$ cat config.mk
export PLATFORM = sky130hd
export DESIGN_NAME = count_fsm_param_flat
export DESIGN_NICKNAME = d
export VERILOG_FILES = /design/src/rtl/count_fsm_param_if.sv /design/src/rtl/count_fsm_param.sv /design/src/flat_wrapper.sv
export SDC_FILE = /design/constraint.sdc
export NUM_CORES = 1
export LEC_CHECK = 0
export CAP_MARGIN = 30
export CORE_MARGIN = 3
export CORE_UTILIZATION = 56
export DETAILED_ROUTE_END_ITERATION = 6
export GPL_TIMING_DRIVEN = 0
export PLACE_DENSITY = 0.84
export REMOVE_ABC_BUFFERS = 1
export SYNTH_ARGS = -nofsm -noshare
export SYNTH_HDL_FRONTEND = slang
export SYNTH_SLANG_ARGS = --single-unit
$ cat constraint.sdc
create_clock -name clk -period 2.8 [get_ports clk]
set_clock_uncertainty 0.05 [all_clocks]
set_input_delay 0.7 -clock clk [delete_from_list [all_inputs] [get_ports clk]]
set_output_delay 0.7 -clock clk [all_outputs]
set_load 0.02 [all_outputs]
$ cat src/rtl/count_fsm_param_if.sv
// count_fsm_param_if
// Groups the control inputs and status outputs of count_fsm_param into one
// bundle. The clock and reset stay outside the interface as plain ports.
//
// Signals:
//   start, abort, flag          run control (driven by the master)
//   load_val  [CNT_W-1:0]       terminal count, latched on accepted start
//   count_down, auto_reload     run options, latched on accepted start
//   wait_timer [TMR_W-1:0]      post-terminal wait length, latched on start
//   busy, done, timeout         registered status (driven by the slave)
//   count_value [CNT_W-1:0]     registered current count
//   state_o [1:0]               IDLE=0, COUNT=1, WAIT=2
interface count_fsm_param_if #(
  parameter int CNT_W = 8,
  parameter int TMR_W = 8
);
  logic             start;
  logic             abort;
  logic             flag;
  logic [CNT_W-1:0] load_val;
  logic             count_down;
  logic             auto_reload;
  logic [TMR_W-1:0] wait_timer;
  logic             busy;
  logic             done;
  logic             timeout;
  logic [CNT_W-1:0] count_value;
  logic [1:0]       state_o;

  modport master (
    output start, abort, flag, load_val, count_down, auto_reload, wait_timer,
    input  busy, done, timeout, count_value, state_o
  );

  modport slave (
    input  start, abort, flag, load_val, count_down, auto_reload, wait_timer,
    output busy, done, timeout, count_value, state_o
  );
endinterface

$ cat src/rtl/count_fsm_param.sv
// count_fsm_param
// Programmable gated counter for timing-window generation. A run counts from
// a start value to an end value (up: 0..tgt, down: tgt..0) while flag is high,
// optionally dwells in a wait window, then pulses done and either returns to
// IDLE or reloads and runs again. A stall watchdog aborts a run whose flag
// stays low for STALL_MAX consecutive COUNT cycles. All outputs are registered.
//
// Ports:
//   clk    rising-edge clock
//   rst_n  synchronous active-low reset
//   bus    count_fsm_param_if.slave: start/abort/flag, run options in,
//          busy/done/timeout/count_value/state_o out
module count_fsm_param #(
  parameter int CNT_W     = 8,
  parameter int TMR_W     = 8,
  parameter int STALL_MAX = 16,
  parameter int STALL_W   = 5
) (
  input  logic              clk,
  input  logic              rst_n,
  count_fsm_param_if.slave  bus
);

  localparam logic [1:0] ST_IDLE  = 2'd0;
  localparam logic [1:0] ST_COUNT = 2'd1;
  localparam logic [1:0] ST_WAIT  = 2'd2;

  localparam logic [CNT_W-1:0]   CNT_ZERO   = {CNT_W{1'b0}};
  localparam logic [CNT_W-1:0]   CNT_ONE    = CNT_W'(1);
  localparam logic [TMR_W-1:0]   TMR_ZERO   = {TMR_W{1'b0}};
  localparam logic [TMR_W-1:0]   TMR_ONE    = TMR_W'(1);
  localparam logic [STALL_W-1:0] STALL_ZERO = {STALL_W{1'b0}};
  localparam logic [STALL_W-1:0] STALL_ONE  = STALL_W'(1);
  localparam logic [STALL_W-1:0] STALL_LIM  = STALL_W'(STALL_MAX);
  localparam bit                 STALL_EN   = (STALL_MAX > 0);

  // registered state
  logic [1:0]         state_r;
  logic [CNT_W-1:0]   count_r;
  logic [CNT_W-1:0]   tgt_r;
  logic               dir_r;
  logic               ar_r;
  logic [TMR_W-1:0]   wl_r;
  logic [TMR_W-1:0]   wcnt_r;
  logic [STALL_W-1:0] stall_r;
  logic               busy_r;
  logic               done_r;
  logic               timeout_r;

  // next-state values
  logic [1:0]         state_s;
  logic [CNT_W-1:0]   count_s;
  logic [CNT_W-1:0]   tgt_s;
  logic               dir_s;
  logic               ar_s;
  logic [TMR_W-1:0]   wl_s;
  logic [TMR_W-1:0]   wcnt_s;
  logic [STALL_W-1:0] stall_s;
  logic               done_s;
  logic               timeout_s;
  logic               run_end_s;

  // derived values of the latched run
  logic [CNT_W-1:0]   start_val_s;
  logic [CNT_W-1:0]   end_val_s;
  logic [CNT_W-1:0]   step_val_s;
  logic [TMR_W-1:0]   wcnt_inc_s;
  logic [STALL_W-1:0] stall_inc_s;

  // Start/end points and single-step values for the latched direction
  always_comb begin
    start_val_s = dir_r ? tgt_r : CNT_ZERO;
    end_val_s   = dir_r ? CNT_ZERO : tgt_r;
    step_val_s  = dir_r ? (count_r - CNT_ONE) : (count_r + CNT_ONE);
    wcnt_inc_s  = wcnt_r + TMR_ONE;
    stall_inc_s = stall_r + STALL_ONE;
  end

  // Next-state and output decode: abort beats every normal transition
  always_comb begin
    state_s   = state_r;
    count_s   = count_r;
    tgt_s     = tgt_r;
    dir_s     = dir_r;
    ar_s      = ar_r;
    wl_s      = wl_r;
    wcnt_s    = wcnt_r;
    stall_s   = stall_r;
    done_s    = 1'b0;
    timeout_s = 1'b0;
    run_end_s = 1'b0;

    if (bus.abort) begin
      // count_value is held; a pending done/timeout is suppressed
      state_s = ST_IDLE;
    end else begin
      case (state_r)
        ST_IDLE: begin
          if (bus.start) begin
            tgt_s   = bus.load_val;
            dir_s   = bus.count_down;
            ar_s    = bus.auto_reload;
            wl_s    = bus.wait_timer;
            count_s = bus.count_down ? bus.load_val : CNT_ZERO;
            wcnt_s  = TMR_ZERO;
            stall_s = STALL_ZERO;
            state_s = ST_COUNT;
          end else begin
            state_s = ST_IDLE;
          end
        end

        ST_COUNT: begin
          // terminal test comes before the step, so the count never wraps
          if (count_r == end_val_s) begin
            if (wl_r == TMR_ZERO) begin
              run_end_s = 1'b1;
            end else begin
              wcnt_s  = TMR_ZERO;
              state_s = ST_WAIT;
            end
          end else if (bus.flag) begin
            count_s = step_val_s;
            stall_s = STALL_ZERO;
          end else begin
            stall_s = stall_inc_s;
            if (STALL_EN && (stall_inc_s == STALL_LIM)) begin
              timeout_s = 1'b1;
              state_s   = ST_IDLE;
            end else begin
              state_s   = ST_COUNT;
            end
          end
        end

        ST_WAIT: begin
          // exit on the edge where the incremented counter reaches wl,
          // giving exactly wl cycles in WAIT
          wcnt_s = wcnt_inc_s;
          if (wcnt_inc_s == wl_r) begin
            run_end_s = 1'b1;
          end else begin
            state_s = ST_WAIT;
          end
        end

        default: begin
          state_s = ST_IDLE;
        end
      endcase

      if (run_end_s) begin
        done_s = 1'b1;
        if (ar_r) begin
          state_s = ST_COUNT;
          count_s = start_val_s;
          stall_s = STALL_ZERO;
        end else begin
          state_s = ST_IDLE;
        end
      end else begin
        done_s = 1'b0;
      end
    end
  end

  // State and output registers with synchronous active-low reset
  always_ff @(posedge clk) begin
    if (!rst_n) begin
      state_r   <= ST_IDLE;
      count_r   <= CNT_ZERO;
      tgt_r     <= CNT_ZERO;
      dir_r     <= 1'b0;
      ar_r      <= 1'b0;
      wl_r      <= TMR_ZERO;
      wcnt_r    <= TMR_ZERO;
      stall_r   <= STALL_ZERO;
      busy_r    <= 1'b0;
      done_r    <= 1'b0;
      timeout_r <= 1'b0;
    end else begin
      state_r   <= state_s;
      count_r   <= count_s;
      tgt_r     <= tgt_s;
      dir_r     <= dir_s;
      ar_r      <= ar_s;
      wl_r      <= wl_s;
      wcnt_r    <= wcnt_s;
      stall_r   <= stall_s;
      busy_r    <= (state_s != ST_IDLE);
      done_r    <= done_s;
      timeout_r <= timeout_s;
    end
  end

  assign bus.busy        = busy_r;
  assign bus.done        = done_r;
  assign bus.timeout     = timeout_r;
  assign bus.count_value = count_r;
  assign bus.state_o     = state_r;

endmodule

$ cat src/flat_wrapper.sv
// flat-port wrapper written by rule: the top's interface ports become plain ports
module count_fsm_param_flat 
#(
  parameter int CNT_W     = 8,
  parameter int TMR_W     = 8,
  parameter int STALL_MAX = 16,
  parameter int STALL_W   = 5
)
  (clk, rst_n, bus_start, bus_abort, bus_flag, bus_load_val, bus_count_down, bus_auto_reload, bus_wait_timer, bus_busy, bus_done, bus_timeout, bus_count_value, bus_state_o);
  count_fsm_param_if #(.CNT_W(CNT_W), .TMR_W(TMR_W)) bus_i ();
  input  logic clk;
  input  logic rst_n;
  input wire logic [$bits(bus_i.start)-1:0] bus_start;
  input wire logic [$bits(bus_i.abort)-1:0] bus_abort;
  input wire logic [$bits(bus_i.flag)-1:0] bus_flag;
  input wire logic [$bits(bus_i.load_val)-1:0] bus_load_val;
  input wire logic [$bits(bus_i.count_down)-1:0] bus_count_down;
  input wire logic [$bits(bus_i.auto_reload)-1:0] bus_auto_reload;
  input wire logic [$bits(bus_i.wait_timer)-1:0] bus_wait_timer;
  output wire logic [$bits(bus_i.busy)-1:0] bus_busy;
  output wire logic [$bits(bus_i.done)-1:0] bus_done;
  output wire logic [$bits(bus_i.timeout)-1:0] bus_timeout;
  output wire logic [$bits(bus_i.count_value)-1:0] bus_count_value;
  output wire logic [$bits(bus_i.state_o)-1:0] bus_state_o;
  assign bus_i.start = bus_start;
  assign bus_i.abort = bus_abort;
  assign bus_i.flag = bus_flag;
  assign bus_i.load_val = bus_load_val;
  assign bus_i.count_down = bus_count_down;
  assign bus_i.auto_reload = bus_auto_reload;
  assign bus_i.wait_timer = bus_wait_timer;
  assign bus_busy = bus_i.busy;
  assign bus_done = bus_i.done;
  assign bus_timeout = bus_i.timeout;
  assign bus_count_value = bus_i.count_value;
  assign bus_state_o = bus_i.state_o;
  count_fsm_param #(.CNT_W(CNT_W), .TMR_W(TMR_W), .STALL_MAX(STALL_MAX), .STALL_W(STALL_W)) u_core (.clk(clk), .rst_n(rst_n), .bus(bus_i));
endmodule
==> results of run 1 <==
## cell usage in the layout (no fill, tap or decap), types with 5 or more instances in the layout
master and instances:
nand2_1 66, dfxtp_1 43, a21oi_1 37, clkdlybuf4s50_1 35, nor2_1 17, nand3_1 15
xnor2_1 15, o21ai_0 14, inv_1 12, ha_1 12, or3_1 9, a211oi_1 8
o22ai_1 8, and3_1 6, xor2_1 5, clkbuf_8 5
## worst paths after layout
| kind | from | end | slack, ps | cells after the start |
|---|---|---|---|---|
| max | u_core.dir_r$_SDFFE_PN0P_ | u_core.bus.count_value[3]$_SDFFE_PN0N_ | 130 | 7 |
| min | u_core.wl_r[2]$_SDFFE_PN0P_ | u_core.wl_r[2]$_SDFFE_PN0P_ | 440 | 2 |
| max reg2reg | u_core.dir_r$_SDFFE_PN0P_ | u_core.bus.count_value[3]$_SDFFE_PN0N_ | 130 | 7 |
| min reg2reg | u_core.wl_r[2]$_SDFFE_PN0P_ | u_core.wl_r[2]$_SDFFE_PN0P_ | 440 | 2 |
## critical path, cell delays in order (launching register included)
cell	delay (ps)
dfxtp_2	650
and3b_1	240
a22oi_1	170
a32oi_2	160
a21oi_2	410
mux2_2	380
a222oi_1	330
a21oi_1	130
## synthesized netlist by cell type (all sizes together), types with 4 or more instances
| cell | instances |
|---|---|
| o21ai | 15 |
| o31ai | 4 |
| or3 | 9 |
| nand2 | 66 |
| nand3 | 15 |
| o22ai | 8 |
| xor2 | 5 |
| nor4 | 4 |
| buf | 8 |
| mux2 | 4 |
| dfxtp | 44 |
| a21oi | 38 |
| inv | 13 |
| ha | 12 |
| and3 | 6 |
| nor2 | 17 |
| a22o | 4 |
| xnor2 | 15 |
| a211oi | 8 |
| clkbuf | 11 |
## area by class of cell
cell class	instances	share of cell area (%)
clock buffer	5	2.010
clock inverter	2	0.3655
inverter	13	1.535
multi-input combinational	294	56.14
sequential	44	25.77
tap	67	2.449
timing repair buffer	41	11.59
timing repair inverter	1	0.1462
## layer usage
metal  routed length, µm  global-route usage (%)  vias to the layer above
li1                    -                       -                     1427
met1                3302                   35.20                     1399
met2                3627                   41.10                      163
met3                 618                   3.784                       15
met4                 138                   7.517                        0
met5                   0                       0                        -
## where the power goes
part | leakage (nW) | internal [mW] | switching [mW]
logic | 0.809 | 0.121 | 0.161
clock network | 0.0400 | 0.169 | 0.218
registers | 0.358 | 0.644 | 0.0306
total | 1.21 | 0.934 | 0.409
## metrics by stage
stage | util, % | setup WS (ps) | instance area [µm²] | cells | hold WS [ps]
2_1_floorplan | - | 50.79 | 2823 | 351 | 400.0
3_3_place_gp | 66.74 | -734.1 | 3257 | 453 | 422.4
3_5_place_dp | 67.08 | -362.5 | 3273 | 455 | 426.2
4_1_cts | 68.95 | 16.26 | 3364 | 463 | 438.4
5_1_grt | 70.15 | 3.912 | 3423 | 467 | 464.9
6_report | 70.15 | 134.4 | 3423 | 467 | 435.2
## cells by family (layout without fill, tap and decap cells)
kind of cell | Yosys count | after routing | share of synthesized area (%)
and+or+nand+nor | 145 | 145 | 24.76
AOI/OAI and AO/OA | 111 | 111 | 26.19
DFF | 44 | 44 | 30.32
buffers and inverters | 32 | 62 | 4.522
xor gates and xnor gates | 21 | 21 | 6.804
adders and majority gates | 13 | 13 | 5.857
muxes | 4 | 4 | 1.550
## sequential cells by signal, summed over array words and instances (netlist names)
register                flops
u_core.wl_r                 8
u_core.bus.busy             1
u_core.bus.count_value      8
u_core.dir_r                1
u_core.ar_r                 1
u_core.tgt_r                8
u_core.wcnt_r               8
u_core.bus.done             1
u_core.stall_r              5
u_core.bus.timeout          1
u_core.bus.state_o          2
## timing repair
action,in CTS,in global routing
pin swaps,0,1
endpoints found under the setup margin,19,17
resized for setup,3,6
gates cloned,1,0
buffers inserted,0,4
hold endpoints to repair,0,0
==> impl_metrics.py, run 1 <==
metrics = {
    "outcome": {
        "status": "completed",
    },
    "routing": {
        "dr.pass1.iters": 6,
        "wirelength_mm": 7.687,
        "drt-vias-per-instance": 6.433,
        "drtIter0Drc": 415,
        "drt.antenna.violating_nets": 0,
        "route.detailed.drc": 0,
        "wl_per_cell_um": 16.46,
        "via_count": 3004,
    },
    "finish": {
        "num-nets-final": 436,
        "drive_above_1_share_pct": 7.750,
        "multi_input_area_um2": 1922,
        "area.growth.synth_to_final_pct": 17.83,
        "antennaDiodeCount": 0,
        "fillCellCount": 426,
        "register_area_um2": 882.1,
    },
    "power": {
        "vdd_drop_max_v": 0.0002720,
        "pwr_density_cell_nw_per_um2": 392.3,
        "total_power_mw": 1.343,
        "power.leakage_nw": 1.206,
    },
    "logic_synthesis": {
        "syn_inst": 370,
        "yosysTopAreaCellShare_pct": 30.32,
        "netlist_area_um2": 2905,
        "synth_edf_count": 0,
        "async_reset_ff_share_pct": 0,
        "yosys.cell_types.count": 56,
        "ys_ff_latch": 44,
        "ys.flop_type": "dfxtp_1",
        "syn_area_per_cell_um2": 7.852,
        "yosys.area.top_type": "dfxtp_1",
        "yosys_warnings": 0,
        "synth_area_leaders": "dfxtp_1, nand2_1, a21oi_1",
        "ys_seq_area_share_pct": 30.32,
    },
    "cts": {
        "cts_buffers": 5,
        "h-tree-depth": 2,
        "clock-root-buffer": "clkbuf_8",
        "cts_tree": "done",
        "cts.clk_slew.worst_paths_ps": 80,
        "clk_path_buf_depth": 2,
        "insertion_delay_ps": 300,
        "hold_buffers": 0,
        "clkSinkCount": 44,
    },
    "global_routing": {
        "antenna_found_initial": 0,
        "grt.total_usage_pct": 25.43,
        "grt.overflow.total": 0,
        "grt_pass1_wl_mm": 12.66,
        "grt_max_degree": 29,
        "grt_pass1_vias": 2642,
    },
    "timing": {
        "period_needed_ps": 2666,
        "tightest_slew_ps": 807.4,
        "hold_viol_final": 0,
        "finalSetupViolCount": 0,
        "period_share_pct": 95.20,
        "rsz0062_at_grt": "false",
        "clock.fmax_mhz": 375.1,
        "drv_slew": 0,
        "setup_tns_ps": 0,
        "relSlewSlack_pct": 46.02,
    },
    "critical_path": {
        "cp_max_fo": 28,
        "cp_data_required_time_ps": 2930,
        "crit_type": "reg2reg",
        "cp-end-kind": "flip-flop",
        "critical_path_arrival_ps": 2790,
        "startpoint_type": "flip-flop",
    },
    "job": {
        "max_cap_viol_count": 0,
    },
    "placed_design": {
        "dp_hpwl_mm": 5.368,
        "gp_congestion": 0.8692,
        "port_buffers": 35,
    },
    "floorplan": {
        "die-area_um2": 6088,
        "row_count": 25,
        "ios": 36,
        "start_util_pct": 59.54,
        "die_y_um": 78.03,
        "core_area_um2": 4880,
        "die_x_um": 78.03,
    },
    "worst_hold_path": {
        "hold_path.class": "reg2reg",
    },
}
(Power assumes the default switching activity.)
==> run 2, diff against run 1 <==
Settings changed: CORE_UTILIZATION 56 to 45, PLACE_DENSITY 0.84 to not set, PLACE_DENSITY_LB_ADDON set to 0.1.
==> impl_metrics.py, run 2 (same netlist as run 1, synthesis figures left out) <==
metrics = {
    "finish": {
        "drive_above_1_share_pct": 7.286,
        "num-nets-final": 433,
        "area.growth.synth_to_final_pct": 17.87,
        "antennaDiodeCount": 0,
        "final_common_cell": "nand2_1",
        "layout_common_cells": "nand2_1, dfxtp_1, a21oi_1",
        "utilization_pct": 56.18,
    },
    "placed_design": {
        "place_ws_ps": -423.0,
        "port_buffers": 35,
        "gp_congestion": 0.8695,
        "dp_hpwl_mm": 5.434,
    },
    "cts": {
        "clock-root-buffer": "clkbuf_8",
        "hold_buffers": 0,
        "cts.clk_slew.worst_paths_ps": 90,
        "cts_tree": "done",
        "h-tree-depth": 2,
        "clkSinkCount": 44,
        "insertion_delay_ps": 300,
        "clk_path_buf_depth": 2,
        "cts_buffers": 5,
    },
    "global_routing": {
        "grt.total_usage_pct": 21.56,
        "grt_pass1_wl_mm": 12.99,
        "antenna_found_initial": 0,
        "grt_pass1_vias": 2596,
        "grt.overflow.total": 0,
        "grt_max_degree": 29,
    },
    "outcome": {
        "status": "completed",
    },
    "routing": {
        "via_count": 2891,
        "drt-vias-per-instance": 6.112,
        "wl_per_cell_um": 16.51,
        "drt.antenna.violating_nets": 0,
        "wirelength_mm": 7.810,
        "drtIter0Drc": 205,
        "route.detailed.drc": 0,
        "dr.pass1.iters": 4,
    },
    "floorplan": {
        "die_x_um": 86.35,
        "die_y_um": 86.35,
        "row_count": 28,
        "die-area_um2": 7456,
        "ios": 36,
        "core_area_um2": 6096,
        "start_util_pct": 47.66,
    },
    "timing": {
        "setup_tns_ps": 0,
        "rsz0062_at_grt": "false",
        "relSlewSlack_pct": 47.47,
        "fin_ws_ps": 155.4,
        "clock.fmax_mhz": 378.1,
        "hold_viol_final": 0,
        "period_needed_ps": 2645,
        "tightest_slew_ps": 785.7,
        "period_share_pct": 94.45,
        "finalSetupViolCount": 0,
        "drv_slew": 0,
    },
    "job": {
        "max_cap_viol_count": 0,
    },
    "power": {
        "p_switching_mw": 0.4231,
        "total_power_mw": 1.357,
        "pwr_density_cell_nw_per_um2": 396.2,
        "vdd_drop_max_v": 0.0002074,
        "combPwrFrac_pct": 20.0,
        "power.share.clock_pct": 30.2,
        "seq_power_share_pct": 49.8,
        "p_int_mw": 0.9337,
        "power.leakage_nw": 1.209,
        "switching_share_pct": 31.18,
    },
    "critical_path": {
        "critical_path_arrival_ps": 2780,
        "cp_max_fo": 28,
        "cp_data_required_time_ps": 2930,
        "cp-end-kind": "flip-flop",
        "r2r_slack_ps": 160,
        "startpoint_type": "flip-flop",
        "crit_type": "reg2reg",
    },
    "worst_hold_path": {
        "hold_path.class": "reg2reg",
    },
}
run 2: what timing repair did:
action | in CTS | in global routing
buffers inserted | 1 | 0
endpoints found under the setup margin | 21 | 19
gates resized for setup | 4 | 7
cloned | 1 | 0
run 2: through the flow:
stage | std cells | instance area, µm² | hold WS, ps
final | 473 | 3425 | 447.1
after global routing | 473 | 3425 | 473.9
after CTS | 473 | 3395 | 451.2
after detailed placement | 463 | 3286 | 438.7
after global placement | 461 | 3267 | 433.4
after floorplan | 351 | 2823 | 400.0
run 2: worst paths after layout:
check                               from                                      to  cells after the start
max            u_core.dir_r$_SDFFE_PN0P_  u_core.bus.count_value[3]$_SDFFE_PN0N_                      7
min reg2reg  u_core.wl_r[6]$_SDFFE_PN0P_             u_core.wl_r[6]$_SDFFE_PN0P_                      2
min          u_core.wl_r[6]$_SDFFE_PN0P_             u_core.wl_r[6]$_SDFFE_PN0P_                      2
max reg2reg    u_core.dir_r$_SDFFE_PN0P_  u_core.bus.count_value[3]$_SDFFE_PN0N_                      7
run 2: per-layer routing:
layer / vias to the layer above / routed length [µm] / track usage (%)
met5: - / 0 / 0
met4: 0 / 142 / 7.365
met3: 12 / 473 / 3.517
met2: 78 / 3275 / 31.29
met1: 1375 / 3919 / 32.14
li1: 1426 / - / -
run 2: cell type report:
cell class | instances | area [µm²]
clock inverters | 3 | 18.77
flip-flops and latches | 44 | 883.3
multi-input cells | 294 | 1923
fillers | 593 | 2671
inverters | 13 | 52.55
repair inverters | 1 | 5.005
well taps | 75 | 93.84
clock buffers | 5 | 68.82
repair buffers | 38 | 379.1
run 2: power by group through the flow:
stage / logic [mW] / clock network, mW / registers (mW)
4_1_cts: 0.264 / 0.418 / 0.675
3_5_place_dp: 0.257 / 0 / 0.690
6_report: 0.271 / 0.410 / 0.676
5_1_grt: 0.297 / 0.444 / 0.681
2_1_floorplan: 0.154 / 0 / 0.688
3_3_place_gp: 0.252 / 0 / 0.689
run 2: worst max-delay path: stages, from the launching register on:
cell and delay (ps):
dfxtp_2 670, and3b_1 240, a22oi_1 180, a32oi_2 180, a21oi_2 420, mux2_2 380
a222oi_1 280, a21oi_1 110
